<file path="src/rtl/forward_operand_datapath.sv">
// Operand-forwarding datapath: builds ALU operands from rf/EX/DM/WB sources,
// drives the data-memory port and carries results through EX -> DM -> WB.
module forward_operand_datapath #(
    parameter int DATA_W = 8,
    parameter int ADDR_W = 5
) (
    input  logic              clk,
    input  logic              reset,
    input  logic              stall,
    input  logic [DATA_W-1:0] rf_data_a,
    input  logic [DATA_W-1:0] rf_data_b,
    input  logic [1:0]        mux_sel_A,
    input  logic [1:0]        mux_sel_B,
    input  logic [7:0]        imm,
    input  logic              imm_sel,
    output logic [DATA_W-1:0] alu_a,
    output logic [DATA_W-1:0] alu_b,
    input  logic [DATA_W-1:0] alu_result,
    input  logic              mem_en_ex,
    input  logic              mem_rw_ex,
    output logic              mem_en,
    output logic              mem_rw,
    output logic [DATA_W-1:0] mem_addr,
    output logic [DATA_W-1:0] mem_wdata,
    input  logic [DATA_W-1:0] mem_rdata,
    input  logic              mem_mux_sel_dm,
    input  logic [ADDR_W-1:0] RW_dm,
    input  logic              we_dm,
    output logic              rf_wr_en,
    output logic [ADDR_W-1:0] rf_wr_addr,
    output logic [DATA_W-1:0] rf_wr_data
);

    typedef struct packed {
        logic              en;
        logic [ADDR_W-1:0] addr;
        logic [DATA_W-1:0] data;
    } wb_t;

    logic [DATA_W-1:0] imm_ext;
    logic [DATA_W-1:0] dm_result;
    logic [DATA_W-1:0] fwd_a;
    logic [DATA_W-1:0] fwd_b;
    logic [DATA_W-1:0] alu_a_q;
    logic [DATA_W-1:0] alu_b_q;
    logic [DATA_W-1:0] store_data_q;
    logic [DATA_W-1:0] ex_result_q;
    wb_t               wb_q;

    // imm is zero-extended on wide datapaths and truncated on narrow ones
    generate
        if (DATA_W > 8) begin : g_imm_wide
            assign imm_ext = {{(DATA_W-8){1'b0}}, imm};
        end else if (DATA_W == 8) begin : g_imm_eq
            assign imm_ext = imm;
        end else begin : g_imm_narrow
            assign imm_ext = imm[DATA_W-1:0];
        end
    endgenerate

    assign dm_result = mem_mux_sel_dm ? mem_rdata : ex_result_q;

    function automatic logic [DATA_W-1:0] fwd_mux(
        input logic [1:0]        sel,
        input logic [DATA_W-1:0] rf,
        input logic [DATA_W-1:0] ex,
        input logic [DATA_W-1:0] dm,
        input logic [DATA_W-1:0] wb
    );
        case (sel)
            2'b00:   return rf;
            2'b01:   return ex;
            2'b10:   return dm;
            default: return wb;
        endcase
    endfunction

    assign fwd_a = fwd_mux(mux_sel_A, rf_data_a, alu_result, dm_result, wb_q.data);
    assign fwd_b = fwd_mux(mux_sel_B, rf_data_b, alu_result, dm_result, wb_q.data);

    always_ff @(posedge clk) begin
        if (reset) begin
            alu_a_q      <= '0;
            alu_b_q      <= '0;
            store_data_q <= '0;
            ex_result_q  <= '0;
            wb_q         <= '0;
        end else if (!stall) begin
            alu_a_q      <= fwd_a;
            alu_b_q      <= imm_sel ? imm_ext : fwd_b;
            // store data ignores imm_sel: stores use the immediate as offset only
            store_data_q <= fwd_b;
            ex_result_q  <= alu_result;
            wb_q.en      <= we_dm;
            wb_q.addr    <= RW_dm;
            wb_q.data    <= dm_result;
        end
    end

    // a stalled cycle must not repeat the access already issued for this op
    assign mem_en     = mem_en_ex & ~stall;
    assign mem_rw     = mem_rw_ex;
    assign mem_addr   = alu_result;
    assign mem_wdata  = store_data_q;
    assign alu_a      = alu_a_q;
    assign alu_b      = alu_b_q;
    assign rf_wr_en   = wb_q.en;
    assign rf_wr_addr = wb_q.addr;
    assign rf_wr_data = wb_q.data;

endmodule

</file>
<file path="config.mk">
export PLATFORM = sky130hd
export DESIGN_NAME = forward_operand_datapath
export DESIGN_NICKNAME = d
export VERILOG_FILES = /design/src/rtl/forward_operand_datapath.sv
export SDC_FILE = /design/constraint.sdc
export NUM_CORES = 1
export LEC_CHECK = 0
export BUFFER_PORTS_ARGS = -buffer_cell sky130_fd_sc_hd__buf_2
export CAP_MARGIN = 20
export CORE_ASPECT_RATIO = 0.5
export CORE_UTILIZATION = 35
export DETAILED_ROUTE_END_ITERATION = 6
export SLEW_MARGIN = 20
export SYNTH_ARGS = -nofsm -noshare
export SYNTH_HDL_FRONTEND = slang
export SYNTH_SLANG_ARGS = --single-unit
</file>
<file path="constraint.sdc">
create_clock -name clk -period 1.9 [get_ports clk]
set_input_delay 0.38 -clock clk [delete_from_list [all_inputs] [get_ports clk]]
set_output_delay 0.38 -clock clk [all_outputs]
set_load 0.02 [all_outputs]
</file>
-- Yosys cells after proc, flatten, opt, wreduce, memory -nomap -nowiden
Index checks and enable logic that the tools add are counted.
- register bits: 46
- bits of input ports: 57
- output and inout bits: 48
- reductions and logical operators: 2
- bitwise logic cells: 2
- equal/unequal tests: 4
- muxes and demuxes: 4
- operator list (operator ; count):
    8-bit one-hot mux with 3 select lines ; 2
    8-bit two-way mux ; 2
    2-bit by 1-bit == test with 1-bit output, second input constant ; 2
    2-bit == test, second input constant ; 2
    2-bit logical NOT ; 2
    1-bit bitwise AND ; 1
    1-bit NOT ; 1

-- Depth between registers and ports, before layout
Gate-level depths: netlist of run 1.
- depth in word-level cells: 3
- gate-level depth with buffers: 6
- gate-level depth less buffers: 4

-- Least setup slack after synthesis of run 1
Ideal clock, no wire load.
- kind: input to register
- start point: input port mux_sel_B[1]
- end point: register alu_b_q[1] (netlist: alu_b[1])
- cell stages on the path: 6
- path buffers: 2
- setup slack: 0.448 ns
- arrival: 1.366 ns
- cell sequence: buf_6 buf_12 o21a_4 a221oi_2 or3_1 a221oi_2
- cells in the longest elaborated chain, start to end: 3
- elaborated cells on any way between the ends: 5
- those cells by class: eq/ne: 2; mux: 2; reduce/logical: 1
- RTL lines (item ; line ; RTL):
    start: declaration ; 13 ; input logic [1:0] mux_sel_B,
    2-bit == test (tied with other cells) ; 70 ; case (sel)
    8-bit one-hot mux with 3 select lines (*) ; 70 ;
    8-bit two-way mux (*) ; 90 ; alu_b_q <= imm_sel ? imm_ext : fwd_b;
    end signal: assignment ; 90 ;
    end: declaration ; 45 ; logic [DATA_W-1:0] alu_b_q;
Mark *: on every way between the ends. The rest lies on a longest branch, timed or not.
A chain may end at the register's enable or synchronous reset.

-- Worst setup path after layout of run 1
- start point: input port mux_sel_B[1]
- end point: register alu_b_q[5] (netlist: alu_b[5])
The elaborated chain is that of the path after synthesis.

==> results by group, run 1 <==
Floorplanning
  • Die height: 61.4 um
  • Row count: 21
  • I/O pin cnt: 105
  • Die area: 0.00741 mm^2
  • Die width: 121 um
  • Initial Util: 36.6%
  • Core area: 0.00675 mm^2

Clocking
  • Post_cts resized: 0
  • Clock Sinks: 46
  • H-tree level count: 2
  • Postcts setup bufs: 0
  • Clock root buffer: clkbuf_16
  • CTS tree: built
  • Clock slew at the register clock pins of the worst setup and hold paths: 0.06 ns
  • Clock buffer count from CTS: 5
  • Worst-skew pair later-pin latency: 0.28 ns
  • CTS Hold Bufs: 0
  • Clk buf depth: 2

Worst setup path
  • R2R depth: 4
  • Worst R2R End: alu_b[6]
  • Startpoint Class: input pin
  • Worst setup EP type: flop
  • Reg-to-reg setup timing slack: 0.62 ns
  • WS Path Type: input pin to flop
  • CP Max Fanout: 18
  • Reg2Reg Launch Point: ex_result_q[6]
  • Critical path arrival: 1.64 ns
  • CP required: 2.09 ns

Timing
  • Setup TNS: 0 ns
  • Unrepaired setup endpoints after global routing: no
  • Relative slew slack: 68.0%
  • Final Skew: 0.00631 ns
  • Period Utilization, post-route: 76.0%
  • Final Hold Violating Endpoints: 0
  • Final worst path period need: 1.44 ns
  • Max Fclk: 693 MHz
  • Final WS setup: 0.456 ns
  • Final setup fails: 0
  • Worst-Margin Slew: 0.480 ns
  • Fin. max-slew vios: 0

Global routing
  • Vias in the first global route: 2066
  • Pin count of the biggest net entering global routing: 24
  • GRT Total Usage: 18.8%
  • Global-route wire length before repair: 10600 um
  • GRT overflow: 0
  • Initial antenna violation count: 0

Yosys
  • Synth Instances: 254
  • Synthesized area: 0.00247 mm^2
  • FF+latch count, synth: 46
  • Syn Area/Cell: 9.72 um^2
  • Synth cell types: 29
  • EDFF count, synth: 0
  • Synth Warn #: 0
  • Ys flop type: dfxtp_1
  • Sequential share of the synthesized area: 37.3%
  • Synthesized Nets: 311
  • Asr flop ratio synth: 0%

Outcome
  • Status: complete, no violations

Place
  • Setup WS pre-CTS: 0.160 ns
  • GPL Wtd Cong: 0.850
  • Dpl cells: 427
  • Port bufs: 102
  • Final HPWL DP: 5290 um

Run
  • Max-cap violations: 0

Pwr
  • Sw Ratio: 28.6%
  • Clk pwr share: 35.5%
  • Switch Pwr: 0.000711 W
  • Power per cell area: 808 mW/mm^2
  • Int Power: 0.00177 W
  • Pleak: 1.48 nW
  • Combinational share of power: 21.5%
  • Worst vdd ir: 0.341 mV
  • Reg power frac: 43.0%

Layout
  • Commonest non-fill, non-tap cell in the layout: buf_2
  • N_diodes: 0
  • Fraction of layout cells with a size suffix above 1: 41.7%
  • Final #Nets: 399
  • Final core occ: 45.5%
  • Finished Layout Cells: 435
  • Commonest non-fill, non-tap cells in the layout: buf_2 (102), dfxtp_1 (46), nor2_1 (32)
  • Area growth, synth to finish: 24.5%

Worst hold path
  • Hold Path End: rf_wr_addr[3]
  • Worst Hold Class: input pin to flop
  • HP Start: RW_dm[3]
  • Worst Hold Depth: 3

Detailed routing
  • Vias: 2158
  • Final ANT Viol Nets: 0
  • DRC violations left: 0
  • First drt pass iteration count: 4
  • Wirelength per Cell: 15.5 um
  • WL final: 6750 um
  • DR vias/cell: 4.96
  • Starting DRC count in detailed routing: 139
[logic make-up after synthesis]
kind of cell / Yosys count / share of synthesized area (%)
compound gates: 72 / 24.7
mux: 30 / 13.8
flops: 46 / 37.3
buf+inv: 35 / 9.88
simple gates: 71 / 14.3
[flip-flops by register name (all words and copies together) (netlist names)]
| name | count |
|---|---|
| alu_a | 8 |
| alu_b | 8 |
| ex_result_q | 8 |
| mem_wdata | 8 |
| rf_wr_data | 8 |
| rf_wr_addr | 5 |
| rf_wr_en | 1 |
[synthesized netlist by cell type, types with 5 or more instances]
cell type / count / area share, %
o22ai_1: 7 / 1.8
o21ai_0: 9 / 1.8
mux2i_1: 22 / 8.9
clkbuf_1: 5 / 0.76
dfxtp_1: 46 / 37
nor2b_1: 9 / 2.3
inv_1: 8 / 1.2
nand2_1: 10 / 1.5
or3_1: 8 / 2.0
buf_6: 5 / 2.3
o32ai_1: 8 / 2.8
buf_4: 9 / 2.7
o21a_1: 8 / 2.4
mux2_4: 8 / 4.9
nand2b_1: 9 / 2.3
a221oi_2: 16 / 9.7
a21oi_1: 15 / 3.0
a21o_1: 7 / 2.1
nor2_1: 32 / 4.9
[worst max path at each step]
| stage | slack, ns | to | from | cells past startpoint |
|---|---|---|---|---|
| after CTS | 0.45 | alu_b[5] | mux_sel_B[1] | 5 |
| after detailed placement | 0.16 | alu_b[5] | mux_sel_B[1] | 5 |
| after global routing | 0.36 | alu_b[2] | mux_sel_B[1] | 5 |
| final | 0.46 | alu_b[5] | mux_sel_B[1] | 5 |
| after floorplan | 0.45 | alu_b[1] | mux_sel_B[1] | 6 |
| after global placement | 0.22 | alu_b[0] | mux_sel_B[1] | 5 |
[routing by layer]
layer  track usage, %  up-vias  share of wire (%)
li1                 -     1082                  -
met2             28.2       85                 41
met1             27.1      985                 50
met4             4.23        0               0.77
met5                0        -                  0
met3             4.91        6                7.6
[area by class of cell]
| cell class | instances | area, um^2 |
|---|---|---|
| sequential | 46 | 921 |
| clock buffer | 7 | 143 |
| fill | 686 | 3680 |
| inverter | 8 | 30.0 |
| multi-input combinational | 173 | 1300 |
| tap | 92 | 115 |
| clock inverter | 1 | 5.00 |
| timing repair buffer | 108 | 556 |
[power by group through the flow]
stage,sequential (W),clock [W],combinational [W]
finish,0.00107,0.000881,0.000534
global placement,0.00109,0,0.000530
CTS,0.00107,0.000895,0.000536
detailed placement,0.00109,0,0.000534
floorplan,0.00115,0,0.000311
global route,0.00108,0.000936,0.000583
[critical path: stages]
cell and delay (ns):
buf_2 0.39, o21a_1 0.19, a221oi_2 0.05, or3_1 0.38, a221oi_2 0.24
[stage by stage]
step | cell area (um^2) | hold slack (ns) | total power (W)
after floorplan | 2470 | 0.464 | 0.00146
after global placement | 2930 | 0.433 | 0.00162
after detailed placement | 2930 | 0.434 | 0.00162
after CTS | 3070 | 0.334 | 0.00250
after global routing | 3070 | 0.337 | 0.00260
final | 3070 | 0.331 | 0.00248
Power figures use the tool's default switching activity.
==> inputs of run 2 (changes only) <==
ABC_AREA = 1   (was not set)
clock period = 1.3 ns   (was 1.9 ns; I/O delays follow)
==> results by group, run 2 <==
Floorplanning
  • I/O pin cnt: 105
  • Row count: 21
  • Die width: 120 um
  • Initial Util: 36.5%
  • Die height: 61.2 um
  • Core area: 0.00673 mm^2
  • Die area: 0.00737 mm^2

Layout
  • # fillers: 747
  • N_diodes: 0
  • Area growth, synth to finish: 29.7%
  • Final instance area: 0.00318 mm^2
  • Fraction of layout cells with a size suffix above 1: 31.1%
  • Commonest non-fill, non-tap cells in the layout: buf_2 (102), nand2_1 (75), a21oi_1 (47)
  • Reg area: 921 um^2
  • Final core occ: 47.3%
  • Multi-input logic area: 0.00117 mm^2
  • Final #Nets: 519
  • Commonest non-fill, non-tap cell in the layout: buf_2

Worst setup path
  • CP Depth: 1
  • Slowest CP cell: dfxtp_1
  • CP top delay family: flip-flops
  • Worst R2R End: alu_a[6]
  • CP max stage delay: 0.37 ns
  • Worst setup path startpoint: rf_wr_data[0]
  • Startpoint Class: flop
  • CP Max Fanout: 3
  • WS Path Type: flop to output port
  • Crit-path cells: buf_2
  • Critical Path Sink: rf_wr_data[0]
  • CP required: 1.04 ns
  • Critical path buffer and inverter count: 1
  • Reg-to-reg setup timing slack: 0.21 ns
  • R2R depth: 7
  • Worst setup EP type: output port
  • Critical path arrival: 0.84 ns
  • Reg2Reg Launch Point: ex_result_q[6]

Clocking
  • Clk buf depth: 2
  • Postcts setup bufs: 0
  • CTS Hold Bufs: 0
  • Post_cts resized: 0
  • Worst-skew pair later-pin latency: 0.29 ns
  • H-tree level count: 2
  • Clock root buffer: clkbuf_16
  • CTS tree: built
  • Clock buffer count from CTS: 5
  • Clock Sinks: 46
  • Clock slew at the register clock pins of the worst setup and hold paths: 0.07 ns

Timing
  • Relative slew slack: 78.8%
  • Final WS setup: 0.203 ns
  • Period Utilization, post-route: 84.4%
  • Fin. max-slew vios: 0
  • Unrepaired setup endpoints after global routing: no
  • Max Fclk: 911 MHz
  • Final setup fails: 0
  • WHS: 0.202 ns
  • Final Hold Violating Endpoints: 0
  • Worst-Margin Slew: 0.318 ns
  • Setup TNS: 0 ns
  • Final Skew: 0.00377 ns
  • Final worst path period need: 1.10 ns

Run
  • Max-cap violations: 0

Detailed routing
  • Starting DRC count in detailed routing: 124
  • WL final: 7350 um
  • DR WL met3: 556 um
  • Top Metal Used: met4
  • Wirelength per Cell: 13.2 um
  • DRC violations left: 0
  • Final ANT Viol Nets: 0
  • Met2 wire len: 2890 um
  • Met1 wire length: 3840 um
  • Vias: 2600
  • DR vias/cell: 4.68
  • First drt pass iteration count: 4

Global routing
  • Initial antenna violation count: 0
  • Vias in the first global route: 2243
  • GRT Total Usage: 21.3%
  • GRT overflow: 0
  • Pin count of the biggest net entering global routing: 34
  • Global-route wire length before repair: 11600 um

Yosys
  • Synth Warn #: 0
  • Top-area cell type share of the netlist area: 37.6%
  • Synth cell types: 18
  • EDFF count, synth: 0
  • Top cells by area, synth: dfxtp_1 (38%), nand2_1 (11%), a21oi_1 (9.6%)
  • Synthesized Nets: 428
  • Sequential share of the synthesized area: 37.6%
  • Synth Instances: 371
  • Top post-synthesis cells by count: nand2_1 (75), a21oi_1 (47), dfxtp_1 (46)
  • Syn Area/Cell: 6.61 um^2
  • FF+latch count, synth: 46
  • Area leader, netlist: dfxtp_1
  • Ys flop type: dfxtp_1
  • Most common cell in the netlist: nand2_1
  • Synthesized area: 0.00245 mm^2
  • Asr flop ratio synth: 0%

Pwr
  • Worst vdd ir: 0.518 mV
  • Power per cell area: 1240 mW/mm^2
  • Pleak: 1.71 nW

Outcome
  • Status: complete, no violations

Place
  • DP Area: 0.00301 mm^2
  • Setup WS pre-CTS: -0.0492 ns
  • GPL Wtd Cong: 0.845
  • Final HPWL DP: 5660 um
  • Port bufs: 102

Worst hold path
  • Worst Hold Class: input pin to flop
  • Worst Hold Depth: 3
[run 2: logic make-up after synthesis]
group | Yosys count | synth area share [%]
buf+inv | 76 | 14.6
compound gates | 95 | 19.4
flops | 46 | 37.6
simple gates | 154 | 28.4
[run 2: through the flow]
step / power, W / instances
finish: 0.00393 / 555
detailed placement: 0.00246 / 547
floorplan: 0.00215 / 371
global route: 0.00414 / 555
global placement: 0.00246 / 547
CTS: 0.00397 / 555
[run 2: power by group]
group | internal [W] | total [W] | switching (W) | leakage [nW]
clock network | 0.000912 | 0.00150 | 0.000589 | 0.0842
logic | 0.000321 | 0.000861 | 0.000540 | 1.24
registers | 0.00152 | 0.00157 | 0.0000524 | 0.382
[run 2: how the worst min path moves through the flow]
stage	to	from
3_5_place_dp	ex_result_q[6]	ex_result_q[6]
4_1_cts	rf_wr_addr[4]	RW_dm[4]
5_1_grt	rf_wr_addr[4]	RW_dm[4]
6_report	rf_wr_addr[4]	RW_dm[4]
3_3_place_gp	ex_result_q[6]	ex_result_q[6]
2_1_floorplan	rf_wr_addr[0]	RW_dm[0]
[run 2: layer usage]
| metal | vias to the layer above | track usage [%] |
|---|---|---|
| met1 | 1141 | 32.5 |
| met5 | - | 0 |
| met3 | 7 | 4.07 |
| met2 | 95 | 30.4 |
| met4 | 0 | 5.29 |
| li1 | 1357 | - |
[run 2: cell type report]
cell class	count	area share, %
multi-input combinational	249	36.9
inverter	48	5.66
tap	92	3.62
clock inverter	3	1.38
clock buffer	5	3.93
timing repair buffer	112	19.6
sequential	46	29.0
==> inputs of run 3 (changes only) <==
clock period = 0.9 ns   (was 1.3 ns; I/O delays follow)
==> results by group, run 3 (synthesis gave the netlist of run 2 again) <==
Worst setup path
  • Critical path arrival: 1.23 ns
  • Slowest CP cell: dfxtp_1
  • CP required: 1.10 ns
  • CP Max Fanout: 2
  • WS Path Type: flop to flop
  • Startpoint Class: flop
  • Worst setup EP type: flop
  • CP max stage delay: 0.30 ns
  • Crit-path cells: inv_1 -> nand2_1 -> and2_4 -> a21oi_2 -> nand3_1 -> nand2_1 -> inv_1

Floorplanning
  • Die area: 0.00737 mm^2
  • I/O pin cnt: 105
  • Die width: 120 um
  • Core area: 0.00673 mm^2
  • Row count: 21
  • Die height: 61.2 um
  • Initial Util: 36.5%

Global routing
  • GRT overflow: 0
  • GRT Total Usage: 21.6%
  • Initial antenna violation count: 0
  • Vias in the first global route: 2371
  • Pin count of the biggest net entering global routing: 32
  • Global-route wire length before repair: 11900 um

Outcome
  • Status: finished, violations left
  • Failing checks: setup timing

Place
  • GPL Wtd Cong: 0.778
  • Final HPWL DP: 5540 um
  • Port bufs: 102
  • DP Area: 0.00313 mm^2
  • Setup WS pre-CTS: -0.345 ns

Timing
  • Final worst path period need: 1.03 ns
  • Fin. max-slew vios: 0
  • Unrepaired setup endpoints after global routing: yes
  • Period Utilization, post-route: 114%
  • Final WS setup: -0.130 ns
  • Worst-Margin Slew: 0.351 ns
  • Final Hold Violating Endpoints: 0
  • Max Fclk: 971 MHz
  • Final Skew: 0.00407 ns
  • Relative slew slack: 76.6%
  • Final setup fails: 52

Run
  • Max-cap violations: 0

Clocking
  • Clk buf depth: 2
  • Worst-skew pair later-pin latency: 0.30 ns
  • Clock Sinks: 46
  • Clock buffer count from CTS: 5
  • H-tree level count: 2
  • CTS tree: built
  • CTS Hold Bufs: 0
  • Clock root buffer: clkbuf_16
  • Clock slew at the register clock pins of the worst setup and hold paths: 0.07 ns

Detailed routing
  • Top Metal Used: met4
  • Starting DRC count in detailed routing: 156
  • DR vias/cell: 4.67
  • Wirelength per Cell: 13.6 um
  • Met2 wire len: 3280 um
  • Final ANT Viol Nets: 0
  • WL final: 7820 um
  • First drt pass iteration count: 4
  • DRC violations left: 0
  • Vias: 2692
  • DR WL met3: 560 um
  • Met1 wire length: 3890 um

Layout
  • Fraction of layout cells with a size suffix above 1: 52.4%
  • Commonest non-fill, non-tap cells in the layout: nand2_1 (65), buf_2 (62), dfxtp_2 (43)
  • Multi-input logic area: 0.00136 mm^2
  • Final #Nets: 541
  • N_diodes: 0
  • Area growth, synth to finish: 57.8%
  • # fillers: 643
  • Final instance area: 0.00387 mm^2
  • Commonest non-fill, non-tap cell in the layout: nand2_1
  • Final core occ: 57.5%
  • Reg area: 975 um^2

Pwr
  • Power per cell area: 1590 mW/mm^2
  • Pleak: 1.94 nW
  • Worst vdd ir: 0.732 mV

Worst hold path
  • Worst Hold Class: input pin to flop
-- run 3: cell count changes in the layout (fill, tap and decap cells not counted), sizes merged --
cell and delta:
buf +21, bufbuf +1
-- run 3: cell type report --
class,count,area share [%]
clock buffers,5,3.23
clock inverters,3,1.13
multi-input cells,249,35.1
repair buffers,134,27.7
inverters,48,4.66
well taps,92,2.97
flip-flops and latches,46,25.2
-- run 3: critical path, delay by kind of cell, from the launching register on --
family | cells | cell delay, ns
flip-flops | 1 | 0.30
AO/OA/AOI/OAI | 1 | 0.13
buffers and inverters | 2 | 0.10
AND/OR/NAND/NOR | 4 | 0.40
-- run 3: what timing repair did --
item / CTS / global route
buffers inserted: 7 / 1
gates cloned: 1 / 0
endpoints found under the setup margin: 57 / 66
pin swaps: 3 / 10
resized for setup: 126 / 46
-- run 3: final timing paths --
path | cells after the start | to | start | slack [ns]
max | 7 | alu_a[2] | ex_result_q[2] | -0.13
min | 3 | rf_wr_addr[4] | RW_dm[4] | 0.13
max reg2reg | 7 | alu_a[2] | ex_result_q[2] | -0.13
min reg2reg | 2 | rf_wr_addr[3] | rf_wr_addr[3] | 0.49
-- run 3: report_power, final --
part | switching, W | total, W | internal (W)
registers | 0.000104 | 0.00233 | 0.00222
clock network | 0.000862 | 0.00218 | 0.00132
logic | 0.000886 | 0.00164 | 0.000751
-- run 3: routing by layer --
layer | vias to the layer above | track usage, %
li1 | 1396 | -
met1 | 1198 | 31.5
met2 | 90 | 31.9
met3 | 8 | 4.63
met4 | 0 | 6.35
met5 | - | 0
-- run 3: stage by stage --
step / hold WS (ns) / TNS [ns] / power [W] / std cells
after floorplan: 0.332 / 0 / 0.00311 / 371
after global placement: 0.360 / -6.41 / 0.00361 / 561
after detailed placement: 0.360 / -7.10 / 0.00361 / 561
after CTS: 0.125 / -2.10 / 0.00606 / 576
after global routing: 0.150 / -4.03 / 0.00642 / 577
final: 0.126 / -2.03 / 0.00614 / 577
